[src/rtl/z80_bus_cycle_gen_if.sv]
// Bundles the host request/response and Z80 external bus signals of z80_bus_cycle_gen.
//   Host side : req, cyc_type, addr_in, wdata -> ack, rdata, busy
//   Bus side  : wait_n, busrq_n, data_in      -> busak_n, bus_oe, A, data_out, strobes
// Modports:
//   slave  - the bus cycle generator (serves host requests, drives the Z80 bus)
//   master - the host plus external bus environment
interface z80_bus_cycle_gen_if #(
  parameter int unsigned ADDR_W = 16,
  parameter int unsigned DATA_W = 8
);
  logic              req;
  logic [2:0]        cyc_type;
  logic [ADDR_W-1:0] addr_in;
  logic [DATA_W-1:0] wdata;
  logic              ack;
  logic [DATA_W-1:0] rdata;
  logic              busy;
  logic              wait_n;
  logic              busrq_n;
  logic              busak_n;
  logic              bus_oe;
  logic [ADDR_W-1:0] A;
  logic [DATA_W-1:0] data_out;
  logic [DATA_W-1:0] data_in;
  logic              m1_n;
  logic              mreq_n;
  logic              iorq_n;
  logic              rd_n;
  logic              wr_n;
  logic              rfsh_n;

  modport slave (
    input  req, cyc_type, addr_in, wdata, wait_n, busrq_n, data_in,
    output ack, rdata, busy, busak_n, bus_oe, A, data_out,
           m1_n, mreq_n, iorq_n, rd_n, wr_n, rfsh_n
  );

  modport master (
    output req, cyc_type, addr_in, wdata, wait_n, busrq_n, data_in,
    input  ack, rdata, busy, busak_n, bus_oe, A, data_out,
           m1_n, mreq_n, iorq_n, rd_n, wr_n, rfsh_n
  );
endinterface

[src/rtl/z80_bus_cycle_gen.sv]
// Z80-style external bus cycle sequencer. Runs one T-state per clock for each host
// transaction (M1 fetch, mem rd/wr, io rd/wr, int ack), inserts forced and external
// wait states, generates refresh cycles after M1/int ack and arbitrates busrq_n.
// Ports:
//   clk     - system clock, rising edge
//   reset_n - asynchronous active-low reset
//   bus     - z80_bus_cycle_gen_if.slave: host request/response and Z80 bus pins
// All outputs are registered; they are computed from the next state so that the
// pins line up with the state the machine is in during each clock.
module z80_bus_cycle_gen #(
  parameter int unsigned ADDR_W   = 16,
  parameter int unsigned DATA_W   = 8,
  parameter int unsigned MEM_WAIT = 0,
  parameter int unsigned IO_WAIT  = 1,
  parameter int unsigned T2_WRITE = 0,
  parameter int unsigned RFSH_W   = 7
) (
  input logic               clk,
  input logic               reset_n,
  z80_bus_cycle_gen_if.slave bus
);

  typedef enum logic [2:0] {
    StIdle,
    StT1,
    StT2,
    StTw,
    StT3,
    StT4,
    StBusGnt
  } state_e;

  localparam logic [2:0] CycM1    = 3'd0;
  localparam logic [2:0] CycMemRd = 3'd1;
  localparam logic [2:0] CycMemWr = 3'd2;
  localparam logic [2:0] CycIoRd  = 3'd3;
  localparam logic [2:0] CycIoWr  = 3'd4;
  localparam logic [2:0] CycIntAck = 3'd5;

  localparam logic [2:0] MemWaitLd = 3'(MEM_WAIT);
  localparam logic [2:0] IoWaitLd  = 3'(IO_WAIT);

  // Reserved encodings behave as memory reads.
  function automatic logic [2:0] norm_type(logic [2:0] t);
    return (t > CycIntAck) ? CycMemRd : t;
  endfunction

  function automatic logic fetch_like(logic [2:0] t);
    return (t == CycM1) || (t == CycIntAck);
  endfunction

  function automatic logic is_write(logic [2:0] t);
    return (t == CycMemWr) || (t == CycIoWr);
  endfunction

  state_e              state_q, state_d;
  logic [2:0]          typ_q, typ_d;
  logic [ADDR_W-1:0]   addr_q, addr_d;
  logic [DATA_W-1:0]   wdata_q, wdata_d;
  logic [2:0]          wcnt_q, wcnt_d;
  logic [RFSH_W-1:0]   rfsh_q, rfsh_d;
  logic [DATA_W-1:0]   rdata_q, rdata_d;
  logic                ack_q, ack_d;
  logic                cyc_end;
  logic                load;

  logic                m1_q, mreq_q, iorq_q, rd_q, wr_q, rfsh_n_q;
  logic                m1_d, mreq_d, iorq_d, rd_d, wr_d, rfsh_n_d;
  logic                busak_q, busak_d;
  logic                oe_q, oe_d;
  logic                busy_q, busy_d;
  logic [ADDR_W-1:0]   a_q, a_d;
  logic [DATA_W-1:0]   dout_q, dout_d;
  logic                refresh;
  logic                wr_low;

  // State register.
  always_ff @(posedge clk or negedge reset_n) begin
    if (!reset_n) begin
      state_q <= StIdle;
    end else begin
      state_q <= state_d;
    end
  end

  // Next-state and datapath.
  always_comb begin
    state_d = state_q;
    typ_d   = typ_q;
    addr_d  = addr_q;
    wdata_d = wdata_q;
    wcnt_d  = wcnt_q;
    rfsh_d  = rfsh_q;
    rdata_d = rdata_q;
    ack_d   = 1'b0;
    cyc_end = 1'b0;
    load    = 1'b0;

    unique case (state_q)
      StIdle: begin
        if (!bus.busrq_n) begin
          state_d = StBusGnt;
        end else if (bus.req) begin
          state_d = StT1;
          load    = 1'b1;
        end
      end
      StT1: begin
        state_d = StT2;
        unique case (typ_q)
          CycM1:              wcnt_d = 3'd0;
          CycMemRd, CycMemWr: wcnt_d = MemWaitLd;
          default:            wcnt_d = IoWaitLd;
        endcase
      end
      StT2, StTw: begin
        if ((wcnt_q != 3'd0) || !bus.wait_n) begin
          state_d = StTw;
          wcnt_d  = (wcnt_q == 3'd0) ? 3'd0 : wcnt_q - 3'd1;
        end else begin
          state_d = StT3;
          // Fetch/vector data is taken before the refresh half of the cycle.
          if (fetch_like(typ_q)) begin
            rdata_d = bus.data_in;
          end
        end
      end
      StT3: begin
        if (fetch_like(typ_q)) begin
          state_d = StT4;
        end else begin
          if ((typ_q == CycMemRd) || (typ_q == CycIoRd)) begin
            rdata_d = bus.data_in;
          end
          cyc_end = 1'b1;
        end
      end
      StT4: begin
        rfsh_d  = rfsh_q + 1'b1;
        cyc_end = 1'b1;
      end
      StBusGnt: begin
        if (bus.busrq_n) begin
          state_d = StIdle;
        end
      end
      default: state_d = StIdle;
    endcase

    // busrq_n is only honoured here and in idle, never inside a cycle.
    if (cyc_end) begin
      ack_d = 1'b1;
      if (!bus.busrq_n) begin
        state_d = StBusGnt;
      end else if (bus.req) begin
        state_d = StT1;
        load    = 1'b1;
      end else begin
        state_d = StIdle;
      end
    end

    if (load) begin
      typ_d   = norm_type(bus.cyc_type);
      addr_d  = bus.addr_in;
      wdata_d = bus.wdata;
    end
  end

  // Output decode for the state being entered.
  always_comb begin
    m1_d     = 1'b1;
    mreq_d   = 1'b1;
    iorq_d   = 1'b1;
    rd_d     = 1'b1;
    wr_d     = 1'b1;
    rfsh_n_d = 1'b1;
    busak_d  = 1'b1;
    oe_d     = 1'b1;
    busy_d   = 1'b0;
    a_d      = a_q;
    dout_d   = dout_q;
    refresh  = ((state_d == StT3) && fetch_like(typ_d)) || (state_d == StT4);
    wr_low   = (state_d == StT3) || (T2_WRITE != 0);

    unique case (state_d)
      StT1: begin
        busy_d = 1'b1;
        a_d    = addr_d;
        if (is_write(typ_d)) begin
          dout_d = wdata_d;
        end
        if (fetch_like(typ_d)) begin
          m1_d = 1'b0;
        end
      end
      StT2, StTw, StT3, StT4: begin
        busy_d = 1'b1;
        if (refresh) begin
          mreq_d   = 1'b0;
          rfsh_n_d = 1'b0;
          a_d      = ADDR_W'(rfsh_d);
        end else begin
          a_d = addr_d;
          unique case (typ_d)
            CycM1: begin
              m1_d   = 1'b0;
              mreq_d = 1'b0;
              rd_d   = 1'b0;
            end
            CycMemWr: begin
              mreq_d = 1'b0;
              wr_d   = !wr_low;
            end
            CycIoRd: begin
              iorq_d = 1'b0;
              rd_d   = 1'b0;
            end
            CycIoWr: begin
              iorq_d = 1'b0;
              wr_d   = !wr_low;
            end
            CycIntAck: begin
              m1_d   = 1'b0;
              iorq_d = 1'b0;
            end
            default: begin
              mreq_d = 1'b0;
              rd_d   = 1'b0;
            end
          endcase
        end
      end
      StBusGnt: begin
        busak_d = 1'b0;
        oe_d    = 1'b0;
      end
      default: ;
    endcase
  end

  // Datapath and output registers.
  always_ff @(posedge clk or negedge reset_n) begin
    if (!reset_n) begin
      typ_q    <= CycM1;
      addr_q   <= '0;
      wdata_q  <= '0;
      wcnt_q   <= 3'd0;
      rfsh_q   <= '0;
      rdata_q  <= '0;
      ack_q    <= 1'b0;
      m1_q     <= 1'b1;
      mreq_q   <= 1'b1;
      iorq_q   <= 1'b1;
      rd_q     <= 1'b1;
      wr_q     <= 1'b1;
      rfsh_n_q <= 1'b1;
      busak_q  <= 1'b1;
      oe_q     <= 1'b1;
      busy_q   <= 1'b0;
      a_q      <= '0;
      dout_q   <= '0;
    end else begin
      typ_q    <= typ_d;
      addr_q   <= addr_d;
      wdata_q  <= wdata_d;
      wcnt_q   <= wcnt_d;
      rfsh_q   <= rfsh_d;
      rdata_q  <= rdata_d;
      ack_q    <= ack_d;
      m1_q     <= m1_d;
      mreq_q   <= mreq_d;
      iorq_q   <= iorq_d;
      rd_q     <= rd_d;
      wr_q     <= wr_d;
      rfsh_n_q <= rfsh_n_d;
      busak_q  <= busak_d;
      oe_q     <= oe_d;
      busy_q   <= busy_d;
      a_q      <= a_d;
      dout_q   <= dout_d;
    end
  end

  assign bus.ack      = ack_q;
  assign bus.rdata    = rdata_q;
  assign bus.busy     = busy_q;
  assign bus.busak_n  = busak_q;
  assign bus.bus_oe   = oe_q;
  assign bus.A        = a_q;
  assign bus.data_out = dout_q;
  assign bus.m1_n     = m1_q;
  assign bus.mreq_n   = mreq_q;
  assign bus.iorq_n   = iorq_q;
  assign bus.rd_n     = rd_q;
  assign bus.wr_n     = wr_q;
  assign bus.rfsh_n   = rfsh_n_q;

endmodule

[src/flat_wrapper.sv]
// flat-port wrapper written by rule: the top's interface ports become plain ports
module z80_bus_cycle_gen_flat 
#(
  parameter int unsigned ADDR_W   = 16,
  parameter int unsigned DATA_W   = 8,
  parameter int unsigned MEM_WAIT = 0,
  parameter int unsigned IO_WAIT  = 1,
  parameter int unsigned T2_WRITE = 0,
  parameter int unsigned RFSH_W   = 7
)
  (clk, reset_n, bus_req, bus_cyc_type, bus_addr_in, bus_wdata, bus_wait_n, bus_busrq_n, bus_data_in, bus_ack, bus_rdata, bus_busy, bus_busak_n, bus_bus_oe, bus_A, bus_data_out, bus_m1_n, bus_mreq_n, bus_iorq_n, bus_rd_n, bus_wr_n, bus_rfsh_n);
  z80_bus_cycle_gen_if #(.ADDR_W(ADDR_W), .DATA_W(DATA_W)) bus_i ();
  input logic clk;
  input logic reset_n;
  input wire logic [$bits(bus_i.req)-1:0] bus_req;
  input wire logic [$bits(bus_i.cyc_type)-1:0] bus_cyc_type;
  input wire logic [$bits(bus_i.addr_in)-1:0] bus_addr_in;
  input wire logic [$bits(bus_i.wdata)-1:0] bus_wdata;
  input wire logic [$bits(bus_i.wait_n)-1:0] bus_wait_n;
  input wire logic [$bits(bus_i.busrq_n)-1:0] bus_busrq_n;
  input wire logic [$bits(bus_i.data_in)-1:0] bus_data_in;
  output wire logic [$bits(bus_i.ack)-1:0] bus_ack;
  output wire logic [$bits(bus_i.rdata)-1:0] bus_rdata;
  output wire logic [$bits(bus_i.busy)-1:0] bus_busy;
  output wire logic [$bits(bus_i.busak_n)-1:0] bus_busak_n;
  output wire logic [$bits(bus_i.bus_oe)-1:0] bus_bus_oe;
  output wire logic [$bits(bus_i.A)-1:0] bus_A;
  output wire logic [$bits(bus_i.data_out)-1:0] bus_data_out;
  output wire logic [$bits(bus_i.m1_n)-1:0] bus_m1_n;
  output wire logic [$bits(bus_i.mreq_n)-1:0] bus_mreq_n;
  output wire logic [$bits(bus_i.iorq_n)-1:0] bus_iorq_n;
  output wire logic [$bits(bus_i.rd_n)-1:0] bus_rd_n;
  output wire logic [$bits(bus_i.wr_n)-1:0] bus_wr_n;
  output wire logic [$bits(bus_i.rfsh_n)-1:0] bus_rfsh_n;
  assign bus_i.req = bus_req;
  assign bus_i.cyc_type = bus_cyc_type;
  assign bus_i.addr_in = bus_addr_in;
  assign bus_i.wdata = bus_wdata;
  assign bus_i.wait_n = bus_wait_n;
  assign bus_i.busrq_n = bus_busrq_n;
  assign bus_i.data_in = bus_data_in;
  assign bus_ack = bus_i.ack;
  assign bus_rdata = bus_i.rdata;
  assign bus_busy = bus_i.busy;
  assign bus_busak_n = bus_i.busak_n;
  assign bus_bus_oe = bus_i.bus_oe;
  assign bus_A = bus_i.A;
  assign bus_data_out = bus_i.data_out;
  assign bus_m1_n = bus_i.m1_n;
  assign bus_mreq_n = bus_i.mreq_n;
  assign bus_iorq_n = bus_i.iorq_n;
  assign bus_rd_n = bus_i.rd_n;
  assign bus_wr_n = bus_i.wr_n;
  assign bus_rfsh_n = bus_i.rfsh_n;
  z80_bus_cycle_gen #(.ADDR_W(ADDR_W), .DATA_W(DATA_W), .MEM_WAIT(MEM_WAIT), .IO_WAIT(IO_WAIT), .T2_WRITE(T2_WRITE), .RFSH_W(RFSH_W)) u_core (.clk(clk), .reset_n(reset_n), .bus(bus_i));
endmodule
[config.mk]
export PLATFORM = sky130hd
export DESIGN_NAME = z80_bus_cycle_gen_flat
export DESIGN_NICKNAME = d
export VERILOG_FILES = /design/src/rtl/z80_bus_cycle_gen_if.sv /design/src/rtl/z80_bus_cycle_gen.sv /design/src/flat_wrapper.sv
export SDC_FILE = /design/constraint.sdc
export NUM_CORES = 1
export LEC_CHECK = 0
export BUFFER_PORTS_ARGS = -buffer_cell sky130_fd_sc_hd__buf_2
export CAP_MARGIN = 0
export CORE_MARGIN = 5
export CORE_UTILIZATION = 57
export DETAILED_ROUTE_END_ITERATION = 10
export PLACE_DENSITY_LB_ADDON = 0.15
export SLEW_MARGIN = 40
export SYNTH_ARGS = -nofsm -noshare
export SYNTH_HDL_FRONTEND = slang
export SYNTH_SLANG_ARGS = --single-unit
[constraint.sdc]
create_clock -name clk -period 6.67 [get_ports clk]
set_clock_uncertainty 0.15 [all_clocks]
set_input_delay 1.334 -clock clk [delete_from_list [all_inputs] [get_ports clk]]
set_output_delay 1.334 -clock clk [all_outputs]
set_load 0.005 [all_outputs]
==> results.txt <==
Total Die Area: 7840 sq um
Cell Count, Final, Fillers Out: 449
Final nets: 410
Critical Path AT: 3330 ps
P_leak: 2.05 nW
top-count cell post-synth: dfrtp_1
area leader, netlist: dfrtp_1
row count: 28
syn nets: 329
Int Pwr: 1.35 mW
share of the synthesized area in the top cell type: 0.527
DR pass1 iterations: 4
Synth top cells by count: dfrtp_1 (74), mux2_2 (31), nor2_1 (25)
slowest CP cell: nor2_4
setup violators final: 0
worst-margin pin slew: 763 ps
CTS Hold Bufs: 0
Max Cap Viol: 0
Chip Width: 88.6 microns
Final Max Tran Viols: 0
Layout area overhead: 18.7%
clock-pin transition on the worst setup and hold timing paths: 80 ps
vias in the first global route: 2,514
Setup crit start kind: input pin
minimum clock period: 3250 ps
prevailing post-synth register cell: dfrtp_1
total wire length: 7.31 mm
Post-Synthesis Cell Area: 3520 sq um
run status: complete, no violations
critical path endpoint category: flop
Finished Cell Area: 4180 sq um
family with the most delay on the worst path: simple AND/OR/NAND/NOR gates
crit-path max cell delay: 610 ps
first-pass GRT wire length: 12.3 mm
HPWL after DPL: 5.18 mm
CTS tree: yes
clock tree buffer depth: 2
synth top area cells: dfrtp_1 (53%), mux2_2 (9.9%), dfstp_2 (5.2%)
Vias per Instance: 5.51
Max Clk Rate: 307 MHz
CP Data Required Time: 6750 ps
clock latency on the worst-skew pair: 340 ps
Sw Pwr: 722 uW
DP Area: 3980 sq um
Starting DRT DRC Count: 145
io pins: 82
worst min path class: reg2reg
Sw Share: 0.348
Inst Count DP: 433
Post-CTS Resized: 0
Port Buf Inserts: 81
Die Y: 88.6 microns
RSZ-0062 raised after global routing: no
clk root buf: clkbuf_8
Max IR drop VDD: 0.000282 V
Core Area: 5960 sq um
GRT Overall Usage: 0.206
Yosys cell types: 50
Post-synth EDFFs: 0
final core utilization: 0.701
combinational group share of total power: 0.414
post-synthesis sequential element count: 81
Seq pwr share: 0.414
overall power: 2.07 mW
share of layout cells above drive strength 1: 0.439
setup TNS: 0 ps
Initial Util: 0.591
vias: 2,475
ANT cells: 0
post-CTS setup buffer count: 0
Tcrit/Tclk final: 0.488
Critical Setup Path Class: in2reg
cells along the critical path: buf_2 -> and4b_1 -> o31a_4 -> nor2_4 -> or3_1 -> mux2_4
Congestion Overflow GR: 0
Final Hold Fails: 0
Rel. slew slack: 0.490
GPL Wtd Cong: 0.910
largest net degree at the start of global routing: 82
Yosys Warn Count: 0
Num Clock Sinks: 81
antenna violations before repair: 0
Post-Syn Area per Cell: 12.2 sq um
Inserted Clock Buffers: 9
cell count after synthesis: 288
sequential fraction of the synthesis area: 0.579
clock share of power: 0.172
CTS H-tree depth: 3
FFs w/ async S/R, synth: 1.00
crit-path max FO: 27
ANT nets after route: 0
Power Dens Cells: 497 nW/um^2
Remaining DRCs: 0
Routed wire per std cell: 16.3 microns
WP buf/inv: 1
==> logic make-up (layout without fill, tap and decap cells) <==
kind of cell,after synthesis,in the layout,synth area share
adder cells (fa/ha/maj),1,1,0.00356
AO/OA/AOI/OAI,56,56,0.120
multiplexers,39,39,0.133
flip-flops,81,81,0.579
AND/OR/NAND/NOR,74,74,0.107
XOR/XNOR,7,7,0.0196
buffers and inverters,30,116,0.0370
==> sequential cells by signal, summed over array words and instances (netlist names), 3 cells and up <==
signal	flops
u_core.wdata_q	8
u_core.typ_q	3
u_core.rfsh_q	7
u_core.wcnt_q	3
u_core.bus.A	16
u_core.bus.data_out	8
u_core.state_q	3
u_core.bus.rdata	8
u_core.addr_q	16
==> layout make-up <==
class | count | area [sq um]
sequential | 81 | 2040
multi-input combinational | 177 | 1360
clock buffer | 12 | 145
fill | 427 | 1780
inverter | 17 | 63.8
clock inverter | 4 | 52.6
timing repair buffer | 83 | 427
tap | 75 | 93.8
==> stage by stage <==
step	hold WS [ps]	setup slack, ps
6_report	325	3420
5_1_grt	338	3270
4_1_cts	328	3410
3_5_place_dp	313	3040
3_3_place_gp	309	3080
2_1_floorplan	286	3730
==> worst paths after layout <==
kind / start / to / slack [ps] / cells after the start
setup / recovery: bus_busrq_n / u_core.bus.data_out[5] / 3420 / 6
hold / removal: u_core.rfsh_q[6] / u_core.rfsh_q[6] / 330 / 1
setup reg to reg: u_core.typ_q[2] / u_core.bus.data_out[5] / 3820 / 5
hold reg to reg: u_core.rfsh_q[6] / u_core.rfsh_q[6] / 330 / 1
max in group asynchronous: reset_n / u_core.wcnt_q[1] / 5020 / 1
min in group asynchronous: reset_n / u_core.bus.ack / 860 / 1
==> cell usage in the layout, fill, tap and decap left out, types with 4 or more instances in the layout <==
master	instances
nor2b_1	4
mux2_2	31
nor3_1	4
mux2_4	8
o21a_1	4
nand3_1	6
or2_2	4
xor2_1	5
buf_2	80
nand2_1	13
and3_1	4
dfstp_2	7
o21ai_0	10
dfrtp_1	74
clkbuf_8	10
nor2_1	25
a21oi_1	6
nand2b_1	5
a31o_2	9
inv_1	17
==> power groups by stage <==
stage	registers, mW	clock network (mW)	logic (mW)
after floorplan	0.831	0	0.622
after global placement	0.859	0	0.841
after detailed placement	0.867	0	0.867
after CTS	0.860	0.363	0.869
after global routing	0.894	0.385	0.966
final	0.859	0.356	0.859
==> metal layers <==
metal	vias up	wire (microns)	GRT usage
li1	1166	-	-
met1	1214	3160	0.287
met2	84	3470	0.315
met3	11	572	0.0549
met4	0	107	0.0742
met5	-	0	0
(Power assumes the default switching activity.)
